File: src/rtl/sap_ram_if.sv
// Bus bundle between the SAP CPU/host and the RAM controller.
// Carries CPU access, program-load stream and status signals.
interface sap_ram_if #(
  parameter int DATA_WIDTH = 8,
  parameter int ADDR_WIDTH = 4
);
  logic [ADDR_WIDTH-1:0] mar;
  logic [DATA_WIDTH-1:0] data_in;
  logic                  ce_n;
  logic                  lr_n;
  logic [DATA_WIDTH-1:0] data_out;
  logic                  data_oe;
  logic                  prog_en;
  logic                  prog_valid;
  logic [DATA_WIDTH-1:0] prog_data;
  logic                  prog_ready;
  logic [ADDR_WIDTH-1:0] prog_addr;
  logic                  busy;

  modport master (
    output mar, data_in, ce_n, lr_n,
    output prog_en, prog_valid, prog_data,
    input  data_out, data_oe,
    input  prog_ready, prog_addr, busy
  );

  modport slave (
    input  mar, data_in, ce_n, lr_n,
    input  prog_en, prog_valid, prog_data,
    output data_out, data_oe,
    output prog_ready, prog_addr, busy
  );
endinterface

File: src/rtl/sap_ram_ctrl.sv
// Single-port SAP RAM with registered read, reset-time zero fill
// and a streaming program-load port.
module sap_ram_ctrl #(
  parameter int DATA_WIDTH     = 8,
  parameter int ADDR_WIDTH     = 4,
  parameter bit CLEAR_ON_RESET = 1'b1
) (
  input  logic     clk,
  input  logic     rst,
  sap_ram_if.slave bus
);

  localparam int DEPTH = 1 << ADDR_WIDTH;
  localparam logic [ADDR_WIDTH-1:0] LAST = '1;

  typedef enum logic [1:0] {
    CLEAR,
    RUN,
    PROG
  } state_t;

  localparam state_t RST_STATE =
    CLEAR_ON_RESET ? CLEAR : RUN;

  state_t state, state_nxt;

  logic [ADDR_WIDTH-1:0] clr_ptr;
  logic [ADDR_WIDTH-1:0] prog_ptr;
  logic [DATA_WIDTH-1:0] mem [DEPTH];

  logic                  we;
  logic [ADDR_WIDTH-1:0] waddr;
  logic [DATA_WIDTH-1:0] wdata;

  always_ff @(posedge clk or posedge rst) begin
    if (rst) state <= RST_STATE;
    else     state <= state_nxt;
  end

  // Exactly one write source per state feeds the single port.
  always_comb begin
    state_nxt = state;
    we        = 1'b0;
    waddr     = bus.mar;
    wdata     = bus.data_in;
    unique case (state)
      CLEAR: begin
        we    = 1'b1;
        waddr = clr_ptr;
        wdata = '0;
        if (clr_ptr == LAST) state_nxt = RUN;
      end
      RUN: begin
        we = ~bus.lr_n;
        if (bus.prog_en) state_nxt = PROG;
      end
      PROG: begin
        we    = bus.prog_valid;
        waddr = prog_ptr;
        wdata = bus.prog_data;
        if (!bus.prog_en) state_nxt = RUN;
      end
      default: state_nxt = RST_STATE;
    endcase
  end

  always_ff @(posedge clk) begin
    if (we) mem[waddr] <= wdata;
  end

  always_ff @(posedge clk or posedge rst) begin
    if (rst) begin
      clr_ptr  <= '0;
      prog_ptr <= '0;
    end else begin
      if (state == CLEAR)
        clr_ptr <= clr_ptr + 1'b1;
      if (state == RUN && bus.prog_en)
        prog_ptr <= '0;
      else if (state == PROG && bus.prog_valid)
        prog_ptr <= prog_ptr + 1'b1;
    end
  end

  // A read issued while entering PROG still loads data_out but is not driven.
  always_ff @(posedge clk or posedge rst) begin
    if (rst) begin
      bus.data_out <= '0;
      bus.data_oe  <= 1'b0;
    end else begin
      bus.data_oe <= 1'b0;
      if (state == RUN && bus.lr_n && !bus.ce_n) begin
        bus.data_out <= mem[bus.mar];
        bus.data_oe  <= ~bus.prog_en;
      end
    end
  end

  assign bus.busy       = (state != RUN);
  assign bus.prog_ready = (state == PROG);
  assign bus.prog_addr  = (state == PROG) ? prog_ptr : '0;

endmodule

File: src/flat_wrapper.sv
// flat-port wrapper written by rule: the top's interface ports become plain ports
module sap_ram_ctrl_flat 
#(
  parameter int DATA_WIDTH     = 8,
  parameter int ADDR_WIDTH     = 4,
  parameter bit CLEAR_ON_RESET = 1'b1
)
  (clk, rst, bus_mar, bus_data_in, bus_ce_n, bus_lr_n, bus_prog_en, bus_prog_valid, bus_prog_data, bus_data_out, bus_data_oe, bus_prog_ready, bus_prog_addr, bus_busy);
  sap_ram_if #(.DATA_WIDTH(DATA_WIDTH), .ADDR_WIDTH(ADDR_WIDTH)) bus_i ();
  input  logic clk;
  input  logic rst;
  input wire logic [$bits(bus_i.mar)-1:0] bus_mar;
  input wire logic [$bits(bus_i.data_in)-1:0] bus_data_in;
  input wire logic [$bits(bus_i.ce_n)-1:0] bus_ce_n;
  input wire logic [$bits(bus_i.lr_n)-1:0] bus_lr_n;
  input wire logic [$bits(bus_i.prog_en)-1:0] bus_prog_en;
  input wire logic [$bits(bus_i.prog_valid)-1:0] bus_prog_valid;
  input wire logic [$bits(bus_i.prog_data)-1:0] bus_prog_data;
  output wire logic [$bits(bus_i.data_out)-1:0] bus_data_out;
  output wire logic [$bits(bus_i.data_oe)-1:0] bus_data_oe;
  output wire logic [$bits(bus_i.prog_ready)-1:0] bus_prog_ready;
  output wire logic [$bits(bus_i.prog_addr)-1:0] bus_prog_addr;
  output wire logic [$bits(bus_i.busy)-1:0] bus_busy;
  assign bus_i.mar = bus_mar;
  assign bus_i.data_in = bus_data_in;
  assign bus_i.ce_n = bus_ce_n;
  assign bus_i.lr_n = bus_lr_n;
  assign bus_i.prog_en = bus_prog_en;
  assign bus_i.prog_valid = bus_prog_valid;
  assign bus_i.prog_data = bus_prog_data;
  assign bus_data_out = bus_i.data_out;
  assign bus_data_oe = bus_i.data_oe;
  assign bus_prog_ready = bus_i.prog_ready;
  assign bus_prog_addr = bus_i.prog_addr;
  assign bus_busy = bus_i.busy;
  sap_ram_ctrl #(.DATA_WIDTH(DATA_WIDTH), .ADDR_WIDTH(ADDR_WIDTH), .CLEAR_ON_RESET(CLEAR_ON_RESET)) u_core (.clk(clk), .rst(rst), .bus(bus_i));
endmodule
File: config.mk
export PLATFORM = sky130hd
export DESIGN_NAME = sap_ram_ctrl_flat
export DESIGN_NICKNAME = d
export VERILOG_FILES = /design/src/rtl/sap_ram_if.sv /design/src/rtl/sap_ram_ctrl.sv /design/src/flat_wrapper.sv
export SDC_FILE = /design/constraint.sdc
export NUM_CORES = 1
export LEC_CHECK = 0
export BUFFER_PORTS_ARGS = -buffer_cell sky130_fd_sc_hd__buf_2
export CORE_UTILIZATION = 25
export DETAILED_ROUTE_END_ITERATION = 16
export PLACE_DENSITY_LB_ADDON = 0.1
export RECOVER_POWER = 50
export SYNTH_ARGS = -nofsm -noshare
export SYNTH_HDL_FRONTEND = slang
export SYNTH_SLANG_ARGS = --single-unit
File: constraint.sdc
create_clock -name clk -period 3 [get_ports clk]
set_input_delay 0.15 -clock clk [delete_from_list [all_inputs] [get_ports clk]]
set_output_delay 0.15 -clock clk [all_outputs]
set_load 0.02 [all_outputs]
Word-level counts from Yosys, hierarchy flattened
Memory sizes are Yosys's and may differ from the RTL's. A register that Yosys moved wholly into a read port is not among the register bits. Cells that the tools add are included.

Bits in registers: 11. Memory bits (writable): 128. Input port bits: 26. Output and inout bits: 15. Logic and storage cells: 37. Memories kept: 1.

Add/subtract/negate cells: 2. Eq/ne operators: 7. Multiplexer cells: 13. Bitwise logic cells: 2. Reduce and logical (&&, ||, !) cells: 8.

Memories: u_core.mem (words 16, width 8, read ports 1, clocked after memory_dff 1, wr ports 1, line sap_ram_ctrl.sv:29) `logic [DATA_WIDTH-1:0] mem [DEPTH];`.

Operators with widths (count): one-hot mux 8 bit (2 select lines) (1); 2-to-1 mux 4 bit (3); adder 4 x 1 -> 4 bit, second input constant (2); one-hot mux 4 bit (2 select lines) (1); 2-to-1 mux 2 bit (3); one-hot mux 2 bit (3 select lines) (1); == test 4 bit, second input constant (1); logical AND 1 bit (4); != test 2 x 1 -> 1 bit, second input constant (2); != test 2 bit, second input constant (2); 2-to-1 mux 1 bit (3); one-hot mux 1 bit (3 select lines) (1); AND reduction 3 bit (1); == test 2 x 1 -> 1 bit, second input constant (1); == test 2 bit, second input constant (1); zero test 2 bit (1); NOT 1 bit (2); nonzero test 2 bit (1); zero test 1 bit (1).

Longest topological paths before layout
Depth in word-level cells: 4. Gate-level depth with buffers: 7. Gate-level depth less buffers: 4.

Worst setup path before layout
No wires, ideal clock.

Kind: flip-flop to flip-flop. Start point: reg u_core.state[1]. End point: mem u_core.mem[3][0], enable pin. Library setup time: 370 ps. Data arrival time: 1514 ps. Setup slack: 1116 ps. Stages on the path, launching flop included: 6. Buffers on the path: 2. Period minus slack after synthesis: 1884 ps. Cells stage by stage: dfrtp_1 buf_2 clkbuf_1 a21oi_1 nand3_1 nor2_1.

Longest elaborated chain between the ends: 4.

RTL lines: from (decl) (line sap_ram_ctrl.sv:25) `state_t state, state_nxt;`; from (signal assigned) (line sap_ram_ctrl.sv:37) `else state <= state_nxt;`; == test 2 bit (tied with other cells) (line sap_ram_ctrl.sv:46) `unique case (state)`; one-hot mux 1 bit (3 select lines) (line sap_ram_ctrl.sv:46); 2-to-1 mux 1 bit (line sap_ram_ctrl.sv:68) `if (we) mem[waddr] <= wdata;`; 2-to-1 mux 1 bit (not written as such) (line sap_ram_ctrl.sv:68); to (decl) (line sap_ram_ctrl.sv:29).

Several ways; a longest one is shown, not always the timed one.

Worst setup path in the final report
Start point: reg u_core.state[0]. End point: out bus_prog_addr[3].

Longest elaborated chain between the ends: 2.

RTL lines: == test 2 bit (line sap_ram_ctrl.sv:101) `assign bus.prog_addr = (state == PROG) ? prog_ptr : '0;`; 2-to-1 mux 4 bit (line sap_ram_ctrl.sv:101); to (decl) (line flat_wrapper.sv:22) `output wire logic [$bits(bus_i.prog_addr)-1:0] bus_prog_addr;`.

Every way passes these cells.

==> results.py <==
metrics = {
    "run_status": {
        "status": "finished, final reports clean",
    },
    "route": {
        "first_pass_iters": 4,
        "vias": 3281,
        "wl_per_cell_um": 20.5,
        "postRouteAntennaNets": 0,
        "post-route-drc-count": 0,
        "drt_iter0_markers": 155,
        "drt_wl_total_um": 15300,
        "via_per_inst": 4.41,
    },
    "sta": {
        "final.setup.tns_ns": 0,
        "slew_headroom_pct": 42.3,
        "setup_slack_ns": 0.454,
        "skew_ns": 0.00903,
        "setup_viol_count_final": 0,
        "min_period_over_period_pct": 84.9,
        "max_freq_mhz": 393,
        "drv_slew": 0,
        "min_period_ns": 2.55,
        "rsz0062_at_grt": "false",
        "finalHoldViolCount": 0,
        "worst_slew_pin_slew_ns": 0.865,
    },
    "finish": {
        "drive_above_1_share_pct": 25.2,
        "final_cell_mix": "128 x edfxtp_1, 30 x buf_2, 21 x mux2i_1, 21 x nand2_1, 21 x nor2_1",
        "post-route-util_pct": 31.1,
        "nets": 440,
        "layout.cells.non_filler": 744,
        "final.fill_count": 2349,
        "area_delta_synth_final_pct": 21.2,
        "multi_input_area_um2": 1610,
        "n_antenna_cell": 0,
        "seq_area_um2": 4320,
        "final_common_cell": "edfxtp_1",
    },
    "synth": {
        "synthCells": 342,
        "syn_avg_cell_area_um2": 17.7,
        "syn-num-nets": 370,
        "synth.distinct_cells": 39,
        "ys_seq_area_share_pct": 71.4,
        "syn-cell-area_um2": 6050,
        "yosys_warnings": 0,
        "synth-seq-cells": 147,
    },
    "die": {
        "coreArea_um2": 23600,
        "ioPinCount": 41,
        "die_height_um": 158,
        "rows": 56,
        "die_area_um2": 24800,
        "die_w_um": 158,
        "initial_utilization_pct": 25.6,
    },
    "critical_path": {
        "endpoint_kind": "output port",
        "cp-startpoint": "u_core.state[0]$_DFFE_PP0P_",
        "critPathKind": "reg2out",
        "start_kind": "flop",
        "worstPathArrival_ns": 2.40,
        "endpoint": "bus_prog_addr[3]",
        "r2r_start": "u_core.state[0]$_DFFE_PP0P_",
        "required_ns": 2.85,
        "reg2reg_depth": 5,
        "path_max_fanout": 17,
        "r2r_end": "u_core.mem[2][0]$_DFFE_PP_",
        "ff2ff_setup_slack_ns": 0.48,
    },
    "placement": {
        "numPortBuffers": 40,
        "place_congestion": 0.711,
        "dpl_worst_slack_ns": 0.634,
        "dp_hpwl_um": 10500,
        "dp.cells": 710,
    },
    "global_routing": {
        "antenna_found_initial": 0,
        "grt_pass1_wl_um": 22500,
        "grt_max_degree": 20,
        "gr-total-overflow": 0,
        "grt_usage_pct": 13.2,
        "grt_pass1_vias": 3331,
    },
    "clock_tree": {
        "clock_path_buffers": 2,
        "numCtsBuffers": 17,
        "h-tree-depth": 4,
        "cts_tree": "done",
        "post_cts_resized": 0,
        "cts.sinks": 147,
        "clkTransAtPathRegs_ns": 0.06,
        "post_cts_buffers": 0,
        "clock_insertion_delay_worst_skew_ns": 0.42,
        "cts_root_buf": "clkbuf_16",
    },
    "power_and_ir_drop": {
        "ir_worst_vdd_mv": 0.256,
        "cellPowerDensity_nw_per_um2": 930,
        "p_leak_nw": 2.60,
    },
    "hold_path": {
        "hp-class": "in2reg",
    },
    "flow_run": {
        "drv_cap": 0,
    },
}
worst max-delay path: stages, from the launching register on:
cell and delay (ns):
dfrtp_1 0.59, clkbuf_1 0.59, nand2b_1 0.20, inv_1 0.19
and2_0 0.24, buf_2 0.17
power breakdown:
| group | switching (mW) | internal [mW] | total [mW] |
|---|---|---|---|
| combinational | 1.01 | 0.507 | 1.52 |
| clock | 0.816 | 1.33 | 2.15 |
| sequential | 0.218 | 2.93 | 3.15 |
per-stage QoR:
| stage | power [mW] | hold slack [ns] | area, um2 |
|---|---|---|---|
| after floorplan | 4.08 | 0.101 | 6050 |
| after global placement | 4.79 | 0.367 | 6750 |
| after detailed placement | 4.81 | 0.387 | 6750 |
| after CTS | 6.98 | 0.00148 | 7370 |
| after global routing | 7.18 | 0.0149 | 7330 |
| final | 6.82 | 0.0173 | 7330 |
state kept, by name (all words and copies together) (netlist names):
register             flops
u_core.mem             128
u_core.state             2
u_core.bus.data_oe       1
u_core.bus.data_out      8
u_core.prog_ptr          4
u_core.clr_ptr           4
area by class of cell:
class	instances	area share, %
Clock inverter	12	2.12
Multi-Input combinational cell	173	22.0
Clock buffer	20	6.09
Inverter	4	0.205
Tap cell	319	5.44
Timing Repair Buffer	69	5.24
Sequential cell	147	58.9
layer usage:
layer / track usage [%] / routed length (um)
met1: 17.5 / 7210
met3: 2.98 / 435
met4: 4.02 / 127
met5: 0 / 0
met2: 21.4 / 7480
repair_timing:
item / in CTS / in global routing
hold buffers: 2 / 0
endpoints found under the hold margin: 20 / 0
endpoints found under the setup margin: 0 / 0
kinds of logic after synthesis:
family,after synthesis,share of synthesized area [%]
flops,147,71.4
simple gates,61,4.67
mux,54,14.7
compound gates,53,6.43
buf+inv,22,1.96
xor+xnor,3,0.434
fa+ha+maj,2,0.413
how the worst min path moves through the flow:
stage,slack [ns],to,startpoint,cells past startpoint
6_report,0.02,u_core.prog_ptr[2]$_DFFE_PP0P_,bus_prog_valid,2
5_1_grt,0.01,u_core.prog_ptr[2]$_DFFE_PP0P_,bus_prog_valid,2
4_1_cts,0.001,u_core.prog_ptr[2]$_DFFE_PP0P_,bus_prog_valid,2
3_5_place_dp,0.39,u_core.bus.data_oe$_DFF_PP0_,rst,2
3_3_place_gp,0.37,u_core.bus.data_oe$_DFF_PP0_,rst,2
2_1_floorplan,0.10,u_core.bus.data_oe$_DFF_PP0_,rst,1
synthesized netlist by cell type (all sizes together):
cell	instances	area (um2)
a211oi	1	7.51
a21boi	2	15.0
a21oi	4	20.0
a221oi	2	17.5
a22o	8	70.1
a22oi	15	113
a311oi	1	8.76
a31oi	1	6.26
and2	5	31.3
and4	1	8.76
and4b	1	10.0
buf	10	73.8
clkbuf	8	30.0
dfrtp	19	475
edfxtp	128	3840
ha	2	25.0
inv	4	15.0
mux2	9	101
mux2i	21	210
mux4	24	578
nand2	21	78.8
nand2b	3	18.8
nand3	5	25.0
nand3b	1	7.51
nand4	1	6.26
nand4bb	1	11.3
nor2	21	78.8
nor2b	1	6.26
o2111ai	1	8.76
o211ai	7	52.6
o21a	6	45.0
o21ai	5	25.0
xnor2	2	17.5
xor2	1	8.76
Note: power is estimated with default switching activity, not from simulation.
